`src/rtl/regfile_pkg.sv`:
```
// Shared constants and helpers for the multi-port register file.
package regfile_pkg;

  localparam int unsigned XLEN_DEF  = 32;
  localparam int unsigned NREGS_DEF = 32;

  // Address width for a register file of n entries (n is a power of 2, >= 2).
  function automatic int unsigned addr_width(input int unsigned n);
    return (n < 2) ? 1 : $clog2(n);
  endfunction

  typedef logic [$clog2(NREGS_DEF)-1:0] reg_addr_t;

endpackage

```
`src/rtl/regfile_scoreboard.sv`:
```
// Busy-bit scoreboard: tracks registers with an outstanding producer and
// flags RAW hazards per read port and WAW conflicts at issue.
module regfile_scoreboard
  import regfile_pkg::*;
#(
  parameter int unsigned NREGS  = NREGS_DEF,
  parameter int unsigned NREAD  = 2,
  parameter int unsigned NWRITE = 1,
  parameter int unsigned BYPASS = 1,
  localparam int unsigned AW    = addr_width(NREGS)
) (
  input  logic              clk,
  input  logic              rstn_i,
  input  logic [NREAD*AW-1:0]  raddr_i,
  input  logic [NWRITE-1:0]    we_i,
  input  logic [NWRITE*AW-1:0] waddr_i,
  input  logic              issue_i,
  input  logic [AW-1:0]     issue_rd_i,
  input  logic              flush_i,
  output logic [NREAD-1:0]  rbusy_o,
  output logic              issue_ready_o,
  output logic [NREGS-1:0]  busy_o
);

  logic [NREGS-1:0] busy_q;
  logic [NREGS-1:0] wr_hit;
  logic [NREGS-1:0] set_vec;
  logic [AW-1:0]    ra;

  // Registers targeted by any enabled write port this cycle.
  always_comb begin
    wr_hit = '0;
    for (int unsigned j = 0; j < NWRITE; j++) begin
      if (we_i[j]) wr_hit[waddr_i[j*AW +: AW]] = 1'b1;
    end
  end

  assign issue_ready_o = !busy_q[issue_rd_i] || wr_hit[issue_rd_i] || (issue_rd_i == '0);

  // Busy bit to set for an accepted issue; x0 never becomes busy.
  always_comb begin
    set_vec = '0;
    if (issue_i && issue_ready_o && (issue_rd_i != '0)) set_vec[issue_rd_i] = 1'b1;
  end

  // Busy state: flush clears everything, otherwise a new producer outranks a writeback.
  always_ff @(posedge clk or negedge rstn_i) begin
    if (!rstn_i) begin
      busy_q <= '0;
    end else if (flush_i) begin
      busy_q <= '0;
    end else begin
      busy_q <= (busy_q & ~wr_hit) | set_vec;
    end
  end

  // Per-port RAW hazard; a same-cycle write resolves it when data is bypassed.
  always_comb begin
    rbusy_o = '0;
    ra      = '0;
    for (int unsigned i = 0; i < NREAD; i++) begin
      ra         = raddr_i[i*AW +: AW];
      rbusy_o[i] = busy_q[ra] && !((BYPASS != 0) && wr_hit[ra]);
    end
  end

  assign busy_o = busy_q;

endmodule

```
`src/rtl/regfile_mp.sv`:
```
// Parametrised multi-port integer register file with x0 hard-wired to zero,
// optional write-to-read bypass and an integrated busy-bit scoreboard.
module regfile_mp
  import regfile_pkg::*;
#(
  parameter int unsigned XLEN   = XLEN_DEF,
  parameter int unsigned NREGS  = NREGS_DEF,
  parameter int unsigned NREAD  = 2,
  parameter int unsigned NWRITE = 1,
  parameter int unsigned BYPASS = 1,
  localparam int unsigned AW    = addr_width(NREGS)
) (
  input  logic                   clk,
  input  logic                   rstn_i,
  input  logic [NREAD*AW-1:0]    raddr_i,
  output logic [NREAD*XLEN-1:0]  rdata_o,
  output logic [NREAD-1:0]       rbusy_o,
  input  logic [NWRITE-1:0]      we_i,
  input  logic [NWRITE*AW-1:0]   waddr_i,
  input  logic [NWRITE*XLEN-1:0] wdata_i,
  input  logic                   issue_i,
  input  logic [AW-1:0]          issue_rd_i,
  output logic                   issue_ready_o,
  input  logic                   flush_i,
  output logic [NREGS-1:0]       busy_o
);

  logic [XLEN-1:0] mem_q [NREGS];
  logic [AW-1:0]   ra;
  logic [XLEN-1:0] rd;

  // Register storage; later write ports overwrite earlier ones on a shared address.
  always_ff @(posedge clk or negedge rstn_i) begin
    if (!rstn_i) begin
      for (int unsigned r = 0; r < NREGS; r++) mem_q[r] <= '0;
    end else begin
      for (int unsigned j = 0; j < NWRITE; j++) begin
        if (we_i[j] && (waddr_i[j*AW +: AW] != '0))
          mem_q[waddr_i[j*AW +: AW]] <= wdata_i[j*XLEN +: XLEN];
      end
    end
  end

  // Read muxes: stored value, optionally overridden by same-cycle write data.
  // Reset is folded in so a held reset hides bypassed write data as well.
  always_comb begin
    rdata_o = '0;
    ra      = '0;
    rd      = '0;
    for (int unsigned i = 0; i < NREAD; i++) begin
      ra = raddr_i[i*AW +: AW];
      rd = mem_q[ra];
      if (BYPASS != 0) begin
        for (int unsigned j = 0; j < NWRITE; j++) begin
          if (we_i[j] && (waddr_i[j*AW +: AW] == ra)) rd = wdata_i[j*XLEN +: XLEN];
        end
      end
      if ((ra == '0) || !rstn_i) rd = '0;
      rdata_o[i*XLEN +: XLEN] = rd;
    end
  end

  regfile_scoreboard #(
    .NREGS  (NREGS),
    .NREAD  (NREAD),
    .NWRITE (NWRITE),
    .BYPASS (BYPASS)
  ) u_scoreboard (
    .clk           (clk),
    .rstn_i        (rstn_i),
    .raddr_i       (raddr_i),
    .we_i          (we_i),
    .waddr_i       (waddr_i),
    .issue_i       (issue_i),
    .issue_rd_i    (issue_rd_i),
    .flush_i       (flush_i),
    .rbusy_o       (rbusy_o),
    .issue_ready_o (issue_ready_o),
    .busy_o        (busy_o)
  );

endmodule

```
`config.mk`:
```
export PLATFORM = sky130hd
export DESIGN_NAME = regfile_mp
export DESIGN_NICKNAME = d
export VERILOG_FILES = /design/src/rtl/regfile_pkg.sv /design/src/rtl/regfile_scoreboard.sv /design/src/rtl/regfile_mp.sv
export SDC_FILE = /design/constraint.sdc
export NUM_CORES = 2
export LEC_CHECK = 0
export CAP_MARGIN = 10
export CORE_UTILIZATION = 55
export CTS_CLUSTER_DIAMETER = 120
export DETAILED_ROUTE_END_ITERATION = 8
export HOLD_SLACK_MARGIN = 0.06
export PLACE_DENSITY = 0.84
export REMOVE_ABC_BUFFERS = 1
export SLEW_MARGIN = 40
export SYNTH_ARGS = -nofsm -noshare
export SYNTH_HDL_FRONTEND = slang
export SYNTH_SLANG_ARGS = --single-unit
```
`constraint.sdc`:
```
create_clock -name clk -period 5.6 [get_ports clk]
set_input_delay 0.84 -clock clk [delete_from_list [all_inputs] [get_ports clk]]
set_output_delay 0.84 -clock clk [all_outputs]
set_load 0.02 [all_outputs]
```
======== After elaboration in Yosys (flattened, before gate mapping) ========
Index checks and enable logic that the tools add are counted.
operators by class
  bitwise logic cells ..................... 6
  reduce and logical (&&, ||, !) cells .... 23
  order comparisons ....................... 10
  mux-type cells .......................... 32
  equality and inequality tests ........... 2
operators by type and width
  cell                number
  $bwmux 1024         1
  $mux 32             12
  $bmux 32 s5         2
  $demux 32 s5        1
  $and 32x32->32      1
  $not 32->32         1
  $or 32x32->32       1
  $bmux 1 s5          6
  $lt 5x6->1 const B  4
  $ge 6x6->1 const B  3
  $not 5->6           3
  $logic_not 5->1     3
  $demux 1 s5         2
  $eq 5x5->1          2
  $ge 5x1->1 const B  2
  $logic_and 1x1->1   10
  $reduce_bool 5->1   2
  $mux 1              8
  $lt 6x1->1 const B  1
  $logic_not 1->1     4
  $logic_or 1x1->1    4
storage, ports and cells
  word-level logic and storage cells ...... 106
  register bits after elaboration ......... 1056
  input port bits ......................... 57
  output and inout bits ................... 99

======== Longest topological paths before layout ========
  depth after elaboration ................. 14
  depth in mapped cells ................... 10
  mapped depth without buffers ............ 6

======== By module ========
Synthesis repeated with hierarchy kept, for this count alone.
second synthesis, totals
  cell total of the unflattened synthesis .. 3996
  area total of the unflattened synthesis .. 57303.7 µm²
by module, submodules not included
  module              times used  cells an instance  area an instance (µm²)  sequential area each (µm²)
  regfile_mp          1           3733               54654.9                 25624.6
  regfile_scoreboard  1           263                2648.8                  800.8

======== Least setup slack after synthesis ========
No wires, ideal clock.
  path type ............................... input to output
  start point ............................. in raddr_i[0]
  end point ............................... out rdata_o[10]
  buffers on the path ..................... 3
  arrival time ............................ 2870 ps
  stages on the path ...................... 7
  required time ........................... 4760 ps
  setup slack ............................. 1890 ps
  cells stage by stage .................... buf_2 > buf_2 > buf_1 > mux4_2 > a22oi_1 > a21oi_1 > a211o_1
on the way
  longest elaborated chain between the ends .. 6
  elaborated cells between the ends (all ways) .. 10
  those cells by class .................... eq/ne (1); mux (5); bitwise (1); reduce/logical (3)
RTL lines
  item                                         line              source
  from (decl)                                  regfile_mp.sv:15  input logic [NREAD*AW-1:0] raddr_i,
  $not 5->6 (not written as such)              regfile_mp.sv:52  rd = mem_q[ra];
  $bmux 32 s5                                  regfile_mp.sv:52
  $mux 32 (not written as such) (2 in series)  regfile_mp.sv:52
  $mux 32                                      regfile_mp.sv:55  if (we_i[j] && (waddr_i[j*AW +: AW] == ra)) rd = wdata_i[j*XLEN +: XLEN];
  $mux 32 *                                    regfile_mp.sv:58  if ((ra == '0) || !rstn_i) rd = '0;
  to (decl)                                    regfile_mp.sv:16  output logic [NREAD*XLEN-1:0] rdata_o,
Every way passes the cells marked *; elsewhere a longest branch is shown, timed or not. The select of a mux whose other input is x is not followed.

======== Final worst setup path ========
  start point ............................. in we_i
  end point ............................... out rdata_o[10]
on the way
  longest elaborated chain between the ends .. 3
RTL lines
  item               line              source
  from (decl)        regfile_mp.sv:18  input logic [NWRITE-1:0] we_i,
  $logic_and 1x1->1  regfile_mp.sv:55
  $mux 32            regfile_mp.sv:55
  $mux 32            regfile_mp.sv:58
No other way between the ends.

==> flow_summary.yaml <==
setup_path:
  reg2regPathDepth: 6
  cpPeakStageDelay_ns: 0.90
  worst_path_most_repeated_cell: "clkdlybuf4s50_1"
  path_max_fanout: 17
  cp.depth: 8
  criticalPathCategory: "in -> out"
  r2r_end: "u_scoreboard.busy_o[26]"
  crit_required_ns: 4.76
  path_cells: "clkdlybuf4s50_1 > and3_1 > nand3_1 > o211ai_1 > buf_12 > a21oi_1 > a211o_1 > clkdlybuf4s50_1"
  critPathArrivalTime_ns: 4.16
  cp-end-kind: "output pin"
  path_buf_inv: 3
  r2r_start: "u_scoreboard.busy_o[26]"
  start_kind: "input pin"
  slowest_stage: "clkdlybuf4s50_1"
  crit_family: "buffers and inverters"
  reg2reg_slack_ns: 2.95
routing:
  routed_wl_mm: 181
  antenna_left: 0
  route.detailed.drc: 0
  drtIter0Drc: 4580
  via_per_inst: 7.18
  firstDrtPassIters: 6
  wl_per_cell_um: 30.9
  vias: 41927
cts:
  post_cts_buffers: 0
  htreeDepth: 3
  clockBufferDepth: 3
  cts_root_buffer: "clkbuf_16"
  cts_resized: 0
  cts_tree: "done"
  postCtsHoldBufs: 0
  cts.clk_slew.worst_paths_ns: 0.06
  numCtsBuffers: 107
  clock-sinks: 1056
  insertion_delay_ns: 0.68
die:
  dieArea_um2: 107000
  core.rowCount: 119
  die_x_um: 328
  start_util_pct: 55.5
  io_pins: 156
  die_y_um: 328
  core_region_area_um2: 105000
logic_synthesis:
  ys_seq_area_share_pct: 45.3
  synth_xor_area_share_pct: 0.195
  synthSimpleGateAreaFrac_pct: 1.68
  synthMuxAreaShare_pct: 39.0
  synthAdderAreaFrac_pct: 0
  synth_area_um2: 58400
  avgSynthCellArea_um2: 13.1
  synth_edf_count: 0
  syn-instance-count: 4448
  ys_types: 63
  netlist.area_leader.share_pct: 45.3
  yosysWarningCount: 0
  synth_top_family_by_area: "multiplexers"
  synthFlopType: "dfrtp_1"
  ys_async_sr_fraction_pct: 100
  synth-compound-area-share_pct: 10.5
  yosysTopAreaCell: "dfrtp_1"
  synth_area_leaders: "dfrtp_1 (45%), mux2_2 (22%), mux4_2 (11%), mux2i_1 (6.8%), clkbuf_1 (2.4%)"
  ys_seq_elements: 1056
layout:
  nets: 4420
  area_growth_pct: 11.3
  multi_input_area_um2: 30200
  regArea_um2: 26400
  nFillCells: 7461
  drive_above_1_share_pct: 40.3
timing:
  worst_slew_pin_slew_ns: 0.968
  worst_slack_ns: 0.601
  min_period_ns: 5.00
  rsz0062_at_grt: "false"
  hold_viol: 0
  finalCritPeriodShare_pct: 89.3
  drv_slew: 0
  maxSlewHeadroom_pct: 35.5
  setup_violations: 0
  fmax_mhz: 200
  hold-worst-slack_ns: 0.0830
  finalClockSkew_ns: 0.00711
pwr:
  pwr_density_cell_nw_per_um2: 337
  power.leakage_nw: 28.6
  p_clk_share_pct: 33.1
  intPower_mw: 15.7
  p_sw_mw: 6.17
  total_power_mw: 21.9
  swShare_pct: 28.2
  pwr-share-comb_pct: 20.8
  vdd_ir_drop_max_mv: 0.294
  seq_power_share_pct: 46.1
global_route:
  antenna_found_initial: 6
  grt_remaining_overflow: 0
  grt_max_degree: 151
  grt_usage_pct: 33.5
  grt_pass1_wl_mm: 272
  grt_pass1_vias: 43329
placement:
  pre_cts_ws_ns: 0.783
  port_buffers: 155
  hpwl_mm: 103
  place_congestion: 0.909
status:
  outcome: "completed"
min_path:
  min_path_type: "in -> async"
run:
  drv_cap: 0
-- flip-flops by register name, summed over array words and instances, names as in the netlist --
name                 flops
u_scoreboard.busy_o     32
mem_q                 1024
-- worst max path at each step --
| stage | from | end | slack [ns] |
|---|---|---|---|
| floorplan | raddr_i[7] | rdata_o[32] | -1.57 |
| detailed placement | we_i | rdata_o[10] | 0.78 |
| CTS | we_i | rdata_o[10] | 0.71 |
| global placement | waddr_i[2] | rdata_o[42] | 0.81 |
| finish | we_i | rdata_o[10] | 0.60 |
| global route | waddr_i[2] | rbusy_o[1] | 0.56 |
-- cell families after synthesis --
| kind of cell | after synthesis |
|---|---|
| mux | 1792 |
| compound gates | 910 |
| buf+inv | 501 |
| simple gates | 176 |
| flops | 1056 |
| xor+xnor | 13 |
-- per-layer routing --
layer,global-route usage [%],vias to the layer above,share of wire (%)
li1,-,16920,-
met1,43.1,21607,37
met2,51.3,2625,46
met3,7.37,769,10
met4,21.5,6,7.0
met5,0,-,0.026
-- layout by cell type (no fill, tap or decap), types with 25 or more instances in the layout --
master and count:
a211o_1 64, mux4_2 275, buf_12 32, a21oi_1 260
a221oi_1 128, clkbuf_16 108, clkdlybuf4s50_1 119, buf_2 25
o21bai_1 128, a22oi_1 128, mux2i_1 395, buf_4 101
clkbuf_1 27, dfrtp_1 1056, nand2_1 38, mux2_2 1122
o21ai_0 137
-- per-stage QoR --
stage / std cells / utilization [%] / cell area (µm²) / TNS, ns
global route: 5838 / 61.7 / 65000 / 0
floorplan: 3956 / - / 56400 / -94.43
global placement: 5637 / 58.3 / 61400 / 0
detailed placement: 5644 / 58.4 / 61400 / 0
finish: 5841 / 61.8 / 65000 / 0
CTS: 5837 / 61.7 / 65000 / 0
-- power groups by stage --
stage               clock (mW)  combinational [mW]  sequential (mW)
floorplan                    0                3.11             9.83
global placement             0                4.31             10.0
detailed placement           0                4.46             10.2
CTS                       7.26                4.51             10.1
global route              7.60                4.84             10.3
finish                    7.24                4.55             10.1
-- final cells by class --
| type | count | share of cell area (%) |
|---|---|---|
| multi-input combinational | 2891 | 46.5 |
| sequential | 1056 | 40.7 |
| clock buffer | 154 | 4.72 |
| timing repair buffer | 298 | 4.70 |
| tap | 1391 | 2.68 |
| clock inverter | 39 | 0.685 |
| inverter | 9 | 0.0520 |
| antenna | 3 | 0.0115 |
-- cell usage after synthesis, drive strengths merged, types with 2 or more instances --
cell type and count:
a221oi 128, xnor2 9, o32ai 8, or3b 3
a311o 2, a21oi 260, nand3b 11, nor3b 2
nand3 14, o21bai 128, a311oi 4, nor4 3
a32oi 2, nand2 42, o41ai 2, or3 4
nand4b 5, o211ai 4, or4 3, nand4 8
dfrtp 1056, a31oi 3, o22ai 16, mux4 275
or2 8, nor2 32, mux2 1122, clkbuf 366
o31ai 13, and3 4, nand2b 17, o21ai 138
nor2b 7, buf 126, a22oi 128, nor3 9
o32a 2, mux2i 395, a211o 64, xor2 4
inv 9
(Power assumes the default switching activity.)
